File: config.mk
export PLATFORM = sky130hd
export DESIGN_NAME = rr_arb_flat
export DESIGN_NICKNAME = d
export VERILOG_FILES = /design/src/rtl/rr_arb_if.sv /design/src/rtl/rr_arb.sv /design/src/flat_wrapper.sv
export SDC_FILE = /design/constraint.sdc
export NUM_CORES = 1
export LEC_CHECK = 0
export CELL_PAD_IN_SITES_DETAIL_PLACEMENT = 0
export CELL_PAD_IN_SITES_GLOBAL_PLACEMENT = 1
export CORE_MARGIN = 4
export CORE_UTILIZATION = 42
export DETAILED_ROUTE_END_ITERATION = 10
export DONT_BUFFER_PORTS = 1
export GPL_TIMING_DRIVEN = 0
export PLACE_DENSITY = 0.71
export REMOVE_ABC_BUFFERS = 1
export SYNTH_ARGS = -nofsm -noshare
export SYNTH_HDL_FRONTEND = slang
export SYNTH_SLANG_ARGS = --single-unit
File: constraint.sdc
create_clock -name clock -period 1.6 [get_ports clock]
set_input_delay 0.32 -clock clock [delete_from_list [all_inputs] [get_ports clock]]
set_output_delay 0.32 -clock clock [all_outputs]
set_load 0.01 [all_outputs]
File: src/rtl/rr_arb_if.sv
// Request/grant bundle between a set of requesters and the rr_arb arbiter.
// Handshake: requester i raises req[i] and keeps it high until it sees gnt[i]
// at the arbiter's registered output. gnt is one-hot or zero, and gnt_idx and
// gnt_valid always describe the same grant. A dropped request is never granted.
interface rr_arb_if #(
  parameter int WIDTH = 4,
  parameter int IDX_W = $clog2(WIDTH)
) ();
  logic [WIDTH-1:0] req;
  logic             en;
  logic             rr_mode;
  logic             hold;
  logic [WIDTH-1:0] gnt;
  logic [IDX_W-1:0] gnt_idx;
  logic             gnt_valid;

  // Requester side: drives requests and mode controls, observes the grant.
  modport master (
    output req, en, rr_mode, hold,
    input  gnt, gnt_idx, gnt_valid
  );

  // Arbiter side.
  modport slave (
    input  req, en, rr_mode, hold,
    output gnt, gnt_idx, gnt_valid
  );
endinterface

File: src/rtl/rr_arb.sv
// Registered priority arbiter for WIDTH requesters (legal WIDTH: 2..32).
// It has two modes: fixed priority, where the highest index wins, and
// round-robin, which searches downward from a rotating pointer. It also has an
// optional grant hold. All outputs come straight from flops, so no input
// reaches an output combinationally. dbg_ptr exposes the round-robin pointer.
module rr_arb #(
  parameter int WIDTH = 4,
  parameter int IDX_W = $clog2(WIDTH)
) (
  input  logic             clock,
  input  logic             reset,
  rr_arb_if.slave          bus,
  output logic [IDX_W-1:0] dbg_ptr
);

  logic [WIDTH-1:0] gnt_q, gnt_d;
  logic [IDX_W-1:0] gnt_idx_q, gnt_idx_d;
  logic             gnt_valid_q, gnt_valid_d;
  logic [IDX_W-1:0] ptr_q, ptr_d;

  logic [IDX_W-1:0] fp_k;
  logic [IDX_W-1:0] rr_k;
  logic             rr_found;
  logic             hold_hit;

  // Returns (p - n) mod WIDTH for p < WIDTH and n <= WIDTH.
  function automatic logic [IDX_W-1:0] wrap_sub(input logic [IDX_W-1:0] p,
                                                input int unsigned n);
    int unsigned v;
    v = 32'(p) + 32'(WIDTH) - n;
    if (v >= 32'(WIDTH)) v = v - 32'(WIDTH);
    return IDX_W'(v);
  endfunction

  // Fixed priority: the highest set request index wins. The last match in the loop is kept.
  always_comb begin
    fp_k = '0;
    for (int i = 0; i < WIDTH; i++) begin
      if (bus.req[i]) fp_k = IDX_W'(i);
    end
  end

  // Round-robin: the candidate index steps down from ptr and wraps, so the first hit wins.
  always_comb begin
    rr_k     = '0;
    rr_found = 1'b0;
    for (int i = 0; i < WIDTH; i++) begin
      if (!rr_found && bus.req[wrap_sub(ptr_q, i)]) begin
        rr_found = 1'b1;
        rr_k     = wrap_sub(ptr_q, i);
      end
    end
  end

  assign hold_hit = bus.hold && ((gnt_q & bus.req) != '0);

  // Next-state selection. Disable beats hold, hold beats idle, and idle beats the two arbitration modes.
  always_comb begin
    gnt_d       = gnt_q;
    gnt_idx_d   = gnt_idx_q;
    gnt_valid_d = gnt_valid_q;
    ptr_d       = ptr_q;
    if (!bus.en || (!hold_hit && bus.req == '0)) begin
      gnt_d       = '0;
      gnt_idx_d   = '0;
      gnt_valid_d = 1'b0;
    end else if (!hold_hit) begin
      gnt_d       = '0;
      gnt_valid_d = 1'b1;
      if (!bus.rr_mode) begin
        gnt_d[fp_k] = 1'b1;
        gnt_idx_d   = fp_k;
      end else begin
        gnt_d[rr_k] = 1'b1;
        gnt_idx_d   = rr_k;
        ptr_d       = wrap_sub(rr_k, 1);
      end
    end
  end

  // State registers. Reset puts the pointer at the top index, so the highest index is granted first.
  always_ff @(posedge clock) begin
    if (reset) begin
      gnt_q       <= '0;
      gnt_idx_q   <= '0;
      gnt_valid_q <= 1'b0;
      ptr_q       <= IDX_W'(WIDTH - 1);
    end else begin
      gnt_q       <= gnt_d;
      gnt_idx_q   <= gnt_idx_d;
      gnt_valid_q <= gnt_valid_d;
      ptr_q       <= ptr_d;
    end
  end

  assign bus.gnt       = gnt_q;
  assign bus.gnt_idx   = gnt_idx_q;
  assign bus.gnt_valid = gnt_valid_q;
  assign dbg_ptr       = ptr_q;

endmodule

File: src/flat_wrapper.sv
// flat-port wrapper written by rule: the top's interface ports become plain ports
module rr_arb_flat 
#(
  parameter int WIDTH = 4,
  parameter int IDX_W = $clog2(WIDTH)
)
  (clock, reset, dbg_ptr, bus_req, bus_en, bus_rr_mode, bus_hold, bus_gnt, bus_gnt_idx, bus_gnt_valid);
  rr_arb_if #(.WIDTH(WIDTH), .IDX_W(IDX_W)) bus_i ();
  input  logic clock;
  input  logic reset;
  output logic [IDX_W-1:0] dbg_ptr;
  input wire logic [$bits(bus_i.req)-1:0] bus_req;
  input wire logic [$bits(bus_i.en)-1:0] bus_en;
  input wire logic [$bits(bus_i.rr_mode)-1:0] bus_rr_mode;
  input wire logic [$bits(bus_i.hold)-1:0] bus_hold;
  output wire logic [$bits(bus_i.gnt)-1:0] bus_gnt;
  output wire logic [$bits(bus_i.gnt_idx)-1:0] bus_gnt_idx;
  output wire logic [$bits(bus_i.gnt_valid)-1:0] bus_gnt_valid;
  assign bus_i.req = bus_req;
  assign bus_i.en = bus_en;
  assign bus_i.rr_mode = bus_rr_mode;
  assign bus_i.hold = bus_hold;
  assign bus_gnt = bus_i.gnt;
  assign bus_gnt_idx = bus_i.gnt_idx;
  assign bus_gnt_valid = bus_i.gnt_valid;
  rr_arb #(.WIDTH(WIDTH), .IDX_W(IDX_W)) u_core (.clock(clock), .reset(reset), .bus(bus_i), .dbg_ptr(dbg_ptr));
endmodule
==> summary.txt, run 1 <==
Run status
  • Outcome: finished clean

Setup path
  • Minimum setup slack among reg-to-reg paths: 0.13 ns
  • Worst Reg2Reg Path Length in Cells: 5
  • Req. time, crit path: around 1.7 ns
  • Nature of the critical path startpoint: flip-flop
  • Critical path peak fanout: 7
  • Setup Crit Path Kind: reg2reg
  • FF-to-FF End: u_core.bus.gnt[2]$_SDFFE_PP0N_
  • Launch point of the worst reg-to-reg path: u_core.dbg_ptr[1]$_SDFFE_PP1P_
  • Endpoint type of the worst setup path: flip-flop
  • Arrival time of data at the critical path endpoint: 1.61 ns
  • Crit path launch: u_core.dbg_ptr[1]$_SDFFE_PP1P_

Layout
  • Most common cell after layout, fill and taps aside: sky130_fd_sc_hd__dfxtp_1
  • Antenna diode count: 0
  • Layout Cells excl Fill: 80
  • Post-route cell area: around 570 um^2
  • Area growth from synthesis to layout: 0.658%
  • Fraction of layout instances using a drive strength above 1: 15.4%
  • Core utilization of the finished layout: between 40% and 50%
  • Final-stage net count: 75
  • Most used cells in the layout excluding fill and tap cells: 9 x sky130_fd_sc_hd__dfxtp_1, 8 x sky130_fd_sc_hd__nor2_1, 5 x sky130_fd_sc_hd__nand2_1, 5 x sky130_fd_sc_hd__a21oi_1, 4 x sky130_fd_sc_hd__nor3_1

Timing
  • Final hold violation count: 0
  • Number of max-slew violations in the final report: 0
  • Number of failing setup endpoints in the final timing report: 0
  • Clock Skews: ~0.0020 ns
  • Period Utilization, post-route: 92.0%
  • Crit path time final: 1.47 ns
  • Setup ws final: 0.128 ns
  • Setup repair after global routing missed its margin: no
  • Worst Max-Slew Pin Slew: about 0.46 ns
  • Worst slew margin: roughly two thirds
  • Highest clock rate: between 600 and 700 MHz
  • Fin Setup TNS: 0 ns

Floorplanning
  • Number of standard-cell rows in the floorplan: 13
  • Die Ht: around 45 um
  • Floorplan die width: between 40 and 50 um
  • Core Footprint: roughly 1300 um^2
  • Die footprint: just over 2000 um^2
  • Effective utilization at floorplan: between 40 and 50%
  • Ports: 18

GRT
  • Total grt overflow: 0
  • Antenna violations before repair: 0
  • Largest net degree at the start of global routing: 13
  • Global routing usage summed across all routing layers: roughly 14%
  • Vias in the first global route: ~430
  • Wire length of the first global-routing pass: 1930 um

Logic synthesis
  • Avg Synthesized Cell Area: approximately 8.8 um^2
  • Number of warning messages in the yosys log: 0
  • Most area-consuming cells after synthesis: sky130_fd_sc_hd__dfxtp_1 32%, sky130_fd_sc_hd__buf_6 5.9%, sky130_fd_sc_hd__nor2_1 5.3%
  • Fraction of synthesized cell area taken by the top area cell type: a little under a third
  • Cell area after technology mapping: roughly 570 um^2
  • Area leader, netlist: sky130_fd_sc_hd__dfxtp_1
  • Post-synthesis sequential area ratio: 31.6%
  • Register bit count reported by yosys: 9
  • Number of cells produced by synthesis: 65
  • Distinct cell type count after synthesis: 31

Route
  • Average detailed-routed wire length per instance: around 15 um
  • Detail Route Antenna Nets: 0
  • Vias per cell: between 6 and 7
  • Starting DRT DRC Count: 8
  • DR pass1 iterations: 4
  • Routed WL: 1200 um
  • DRC violations left: 0
  • Total via count in the routed design: a little under 500

Hold path
  • HP Start: reset
  • Hold Path Cell Cnt: 2
  • Type of the most critical hold path: in2reg
  • Worst Hold End: u_core.dbg_ptr[0]$_SDFFE_PP1P_

Clock tree
  • TritonCTS clock tree: done
  • Number of H-tree levels: 1
  • Library cell used as clock root buffer: sky130_fd_sc_hd__clkbuf_4
  • Clock sink total: 9
  • Clock transition time at the flip-flop clock pins of the worst setup and hold paths: 0.06 ns
  • Clock latency at the later pin of the worst-skew pair: between 0.2 and 0.3 ns
  • Number of hold buffers added after cts: 0
  • Count of buffers added by post-CTS timing repair for setup: 0
  • Maximum root-to-sink buffer count: 2
  • Number of CTS-inserted buffers: 3
  • CTS resizes: 0

Placed design
  • Detailed Place HPWL: a little over 900 um
  • Worst Setup Slack post-DPL: 0.139 ns
  • Placed cells: between 70 and 80
  • Number of buffers inserted by port buffering: 0
  • Area post-placement: between 500 and 600 um^2
  • Placer congestion estimate: 0.689

Flow run
  • MaxCap Viol Count: 0

Power
  • Maximum ir drop on the vdd rail: between 500 and 600 uV
  • Power density over cell area: around 930 nW/um^2
  • Leakage power: about 0.22 nW
==> logic make-up (layout without fill, tap and decap cells) <==
kind of cell / Yosys count / count (layout) / synth area share [%]
AOI/OAI and AO/OA: 23 / 23 / 32.7
and+or+nand+nor: 24 / 24 / 23.2
buffers and inverters: 7 / 7 / 9.21
xor gates and xnor gates: 1 / 1 / 1.54
muxes: 1 / 1 / 1.75
DFF: 9 / 9 / 31.6
==> how the worst max path moves through the flow <==
| stage | to | slack (ns) | cells after the start |
|---|---|---|---|
| floorplan | u_core.bus.gnt[2]$_SDFFE_PP0N_ | 0.26 | 5 |
| global placement | u_core.bus.gnt[2]$_SDFFE_PP0N_ | 0.11 | 5 |
| detailed placement | u_core.bus.gnt[2]$_SDFFE_PP0N_ | 0.14 | 5 |
| CTS | u_core.bus.gnt[2]$_SDFFE_PP0N_ | 0.13 | 5 |
| global route | u_core.dbg_ptr[0]$_SDFFE_PP1P_ | 0.02 | 5 |
| finish | u_core.bus.gnt[2]$_SDFFE_PP0N_ | 0.13 | 5 |
==> cells in the mapped netlist <==
library cell and number:
sky130_fd_sc_hd__dfxtp_1 9, sky130_fd_sc_hd__a211o_1 2, sky130_fd_sc_hd__inv_1 3, sky130_fd_sc_hd__o21a_1 1
sky130_fd_sc_hd__nor3_1 4, sky130_fd_sc_hd__o22a_1 1, sky130_fd_sc_hd__nor2_1 8, sky130_fd_sc_hd__mux2i_1 1
sky130_fd_sc_hd__a31oi_1 1, sky130_fd_sc_hd__a311oi_2 1, sky130_fd_sc_hd__a32oi_1 1, sky130_fd_sc_hd__buf_6 3
sky130_fd_sc_hd__a311oi_1 1, sky130_fd_sc_hd__buf_4 1, sky130_fd_sc_hd__a21oi_1 5, sky130_fd_sc_hd__o22ai_1 1
sky130_fd_sc_hd__xnor2_1 1, sky130_fd_sc_hd__o41ai_1 1, sky130_fd_sc_hd__nand3b_1 2, sky130_fd_sc_hd__nor3b_2 1
sky130_fd_sc_hd__a21boi_2 1, sky130_fd_sc_hd__a22oi_1 2, sky130_fd_sc_hd__o32a_2 1, sky130_fd_sc_hd__nor4_1 1
sky130_fd_sc_hd__or2b_1 1, sky130_fd_sc_hd__a221oi_1 1, sky130_fd_sc_hd__or2b_2 1, sky130_fd_sc_hd__a211oi_1 2
sky130_fd_sc_hd__nand2_1 5, sky130_fd_sc_hd__a211oi_2 1, sky130_fd_sc_hd__nor2b_4 1
==> state kept, by name (all words and copies together) (netlist names) <==
name	cells
u_core.bus.gnt_idx	2
u_core.dbg_ptr	2
u_core.bus.gnt	4
u_core.bus.gnt_valid	1
==> worst max-delay path: stages, from the launching register on <==
cell and delay, ns:
sky130_fd_sc_hd__dfxtp_1 0.49, sky130_fd_sc_hd__a21oi_1 0.11, sky130_fd_sc_hd__o21a_1 0.19, sky130_fd_sc_hd__o22a_1 0.22, sky130_fd_sc_hd__a32oi_1 0.24, sky130_fd_sc_hd__a211oi_2 0.10
==> power by group <==
part,switching (mW),leakage [nW],internal [mW]
Clock,0.0792,0.0150,0.0961
Sequential,0.0218,0.0738,0.239
Combinational,0.0481,0.134,0.0475
Total,0.149,0.223,0.382
==> metrics by stage <==
step	power, mW	hold WS (ns)
after floorplan	0.344	0.424
after global placement	0.361	0.442
after detailed placement	0.361	0.444
after CTS	0.543	0.165
after global routing	0.577	0.168
final	0.531	0.174
==> routing by layer <==
layer	part of all wire, %	vias to the layer above	track usage (%)
met2	43	13	19.2
met3	8.6	5	7.57
met1	45	219	15.7
met4	3.3	0	10.5
met5	0	-	0
li1	-	247	-
==> final cells by class <==
cell class                      instances  area [um^2]
Multi-Input combinational cell         49          338
Inverter                                3         11.3
Fill cell                             130          711
Sequential cell                         9          180
Tap cell                               15         18.8
Clock buffer                            4         26.3
(Power assumes the default switching activity.)
==> run 2, diff against run 1 <==
Settings changed: GPL_ROUTABILITY_DRIVEN set to 0.
==> results of run 2 <==
Final layout, timing and power as in run 1 (identical DEF).
==> run 3, diff against run 2 <==
Settings changed: PLACE_DENSITY 0.71 to unset, PLACE_DENSITY_LB_ADDON set to 0.1.
==> summary.txt, run 3 (synthesis results as in run 1) <==
Clock tree
  • Clock sink total: 9
  • Number of H-tree levels: 1
  • Library cell used as clock root buffer: sky130_fd_sc_hd__clkbuf_4
  • Number of hold buffers added after cts: 0
  • Number of CTS-inserted buffers: 3
  • Maximum root-to-sink buffer count: 2
  • TritonCTS clock tree: done
  • Clock latency at the later pin of the worst-skew pair: around 0.27 ns
  • Clock transition time at the flip-flop clock pins of the worst setup and hold paths: about 0.070 ns

Timing
  • Fin Setup TNS: 0 ns
  • Worst slew margin: about 70%
  • Worst Max-Slew Pin Slew: 0.443 ns
  • Number of failing setup endpoints in the final timing report: 0
  • Period Utilization, post-route: roughly 90%
  • Final hold slack: approximately 0.17 ns
  • Highest clock rate: a little under 700 MHz
  • Clock Skews: about 0.0015 ns
  • Setup repair after global routing missed its margin: no
  • Crit path time final: 1.48 ns
  • Final hold violation count: 0
  • Number of max-slew violations in the final report: 0

Floorplanning
  • Die Ht: 44.9 um
  • Floorplan die width: around 45 um
  • Core Footprint: between 1000 and 1500 um^2
  • Ports: 18
  • Number of standard-cell rows in the floorplan: 13
  • Effective utilization at floorplan: approximately 44%
  • Die footprint: ~2000 um^2

GRT
  • Vias in the first global route: around 460
  • Wire length of the first global-routing pass: just over 2000 um
  • Total grt overflow: 0
  • Global routing usage summed across all routing layers: 13.8%
  • Largest net degree at the start of global routing: 13
  • Antenna violations before repair: 0

Layout
  • Flip-flop count of the largest register, all copies and words added: 4
  • Area growth from synthesis to layout: 2.19%
  • Area of the multi-input gates: approximately 340 um^2
  • Final-stage net count: between 70 and 80
  • Fraction of layout instances using a drive strength above 1: 18.2%
  • # fillers: between 100 and 150
  • Layout Cells excl Fill: between 80 and 90
  • Most common cell after layout, fill and taps aside: sky130_fd_sc_hd__dfxtp_1
  • Storage cell area: approximately 180 um^2
  • Most used cells in the layout excluding fill and tap cells: 9 x sky130_fd_sc_hd__dfxtp_1, 8 x sky130_fd_sc_hd__nor2_1, 5 x sky130_fd_sc_hd__nand2_1, 5 x sky130_fd_sc_hd__a21oi_1, 4 x sky130_fd_sc_hd__nor3_1
  • Antenna diode count: 0

Power
  • Maximum ir drop on the vdd rail: ~440 uV
  • Leakage power: roughly 0.23 nW
  • Sum of internal, switching and leakage power: 541 uW
  • Power density over cell area: 927 nW/um^2

Placed design
  • Placed cells: 76
  • Number of buffers inserted by port buffering: 0
  • Detailed Place HPWL: approximately 900 um

Setup path
  • Worst Setup EP: u_core.bus.gnt[1]$_SDFFE_PP0N_
  • Critical path peak fanout: 7
  • Minimum setup slack among reg-to-reg paths: about 0.12 ns
  • Endpoint type of the worst setup path: flip-flop
  • Arrival time of data at the critical path endpoint: between 1.5 and 2 ns
  • FF-to-FF End: u_core.bus.gnt[1]$_SDFFE_PP0N_
  • Worst Reg2Reg Path Length in Cells: 5
  • Setup Crit Path Kind: reg2reg
  • Crit path launch: u_core.dbg_ptr[1]$_SDFFE_PP1P_
  • Nature of the critical path startpoint: flip-flop
  • Req. time, crit path: about 1.8 ns
  • Launch point of the worst reg-to-reg path: u_core.dbg_ptr[1]$_SDFFE_PP1P_

Hold path
  • Type of the most critical hold path: in2reg
  • HP Start: reset

Run status
  • Outcome: finished clean

Route
  • DRC violations left: 0
  • DR pass1 iterations: 2
  • Detail Route Antenna Nets: 0
  • Total via count in the routed design: 487
  • Routed WL: around 1300 um
  • Starting DRT DRC Count: 7
  • Vias per cell: roughly 6.0
  • Average detailed-routed wire length per instance: approximately 16 um

Flow run
  • MaxCap Viol Count: 0
==> run 3: where the power goes <==
group / switching, mW / internal (mW) / total (mW)
clock network: 0.0902 / 0.0925 / 0.183
registers: 0.0212 / 0.239 / 0.260
logic: 0.0488 / 0.0495 / 0.0983
total: 0.160 / 0.381 / 0.541
==> run 3: what timing repair did <==
item | in CTS | in global routing
resized for setup | 0 | 0
setup buffers | 0 | 1
setup endpoints to repair | 0 | 1
==> run 3: final cells by class <==
class	instances	area share, %
clock buffer	3	3.86
clock inverter	1	0.858
inverter	3	1.93
multi-input combinational	49	57.9
sequential	9	30.9
tap	15	3.22
timing repair buffer	1	1.29
==> run 3: worst min path at each step <==
stage	to	slack, ns	depth (start not counted)
2_1_floorplan	u_core.dbg_ptr[0]$_SDFFE_PP1P_	0.42	2
3_3_place_gp	u_core.dbg_ptr[0]$_SDFFE_PP1P_	0.44	2
4_1_cts	u_core.dbg_ptr[0]$_SDFFE_PP1P_	0.16	2
3_5_place_dp	u_core.dbg_ptr[0]$_SDFFE_PP1P_	0.44	2
5_1_grt	u_core.dbg_ptr[0]$_SDFFE_PP1P_	0.17	2
6_report	u_core.dbg_ptr[0]$_SDFFE_PP1P_	0.17	2
==> run 3: worst max-delay path, stage by stage, from the launching register on <==
cell,delay [ns]
sky130_fd_sc_hd__dfxtp_1,0.48
sky130_fd_sc_hd__a21oi_1,0.10
sky130_fd_sc_hd__o21a_1,0.19
sky130_fd_sc_hd__o22ai_1,0.27
sky130_fd_sc_hd__nand3b_1,0.13
sky130_fd_sc_hd__a211oi_1,0.21
==> run 3: stage by stage <==
stage	setup WS, ns	util (%)	cell area, um^2
2_1_floorplan	0.256	-	529
3_3_place_gp	0.129	42.6	548
3_5_place_dp	0.132	42.6	548
4_1_cts	0.102	44.8	576
5_1_grt	0.00697	45.4	583
6_report	0.123	45.4	583
==> run 3: layer usage <==
layer  part of all wire [%]  vias to the layer above  GRT usage [%]
met5                      0                        -              0
met4                    1.5                        0           8.77
met3                    6.5                        4           3.59
met2                     43                       11           19.2
met1                     49                      226           18.6
li1                       -                      246              -
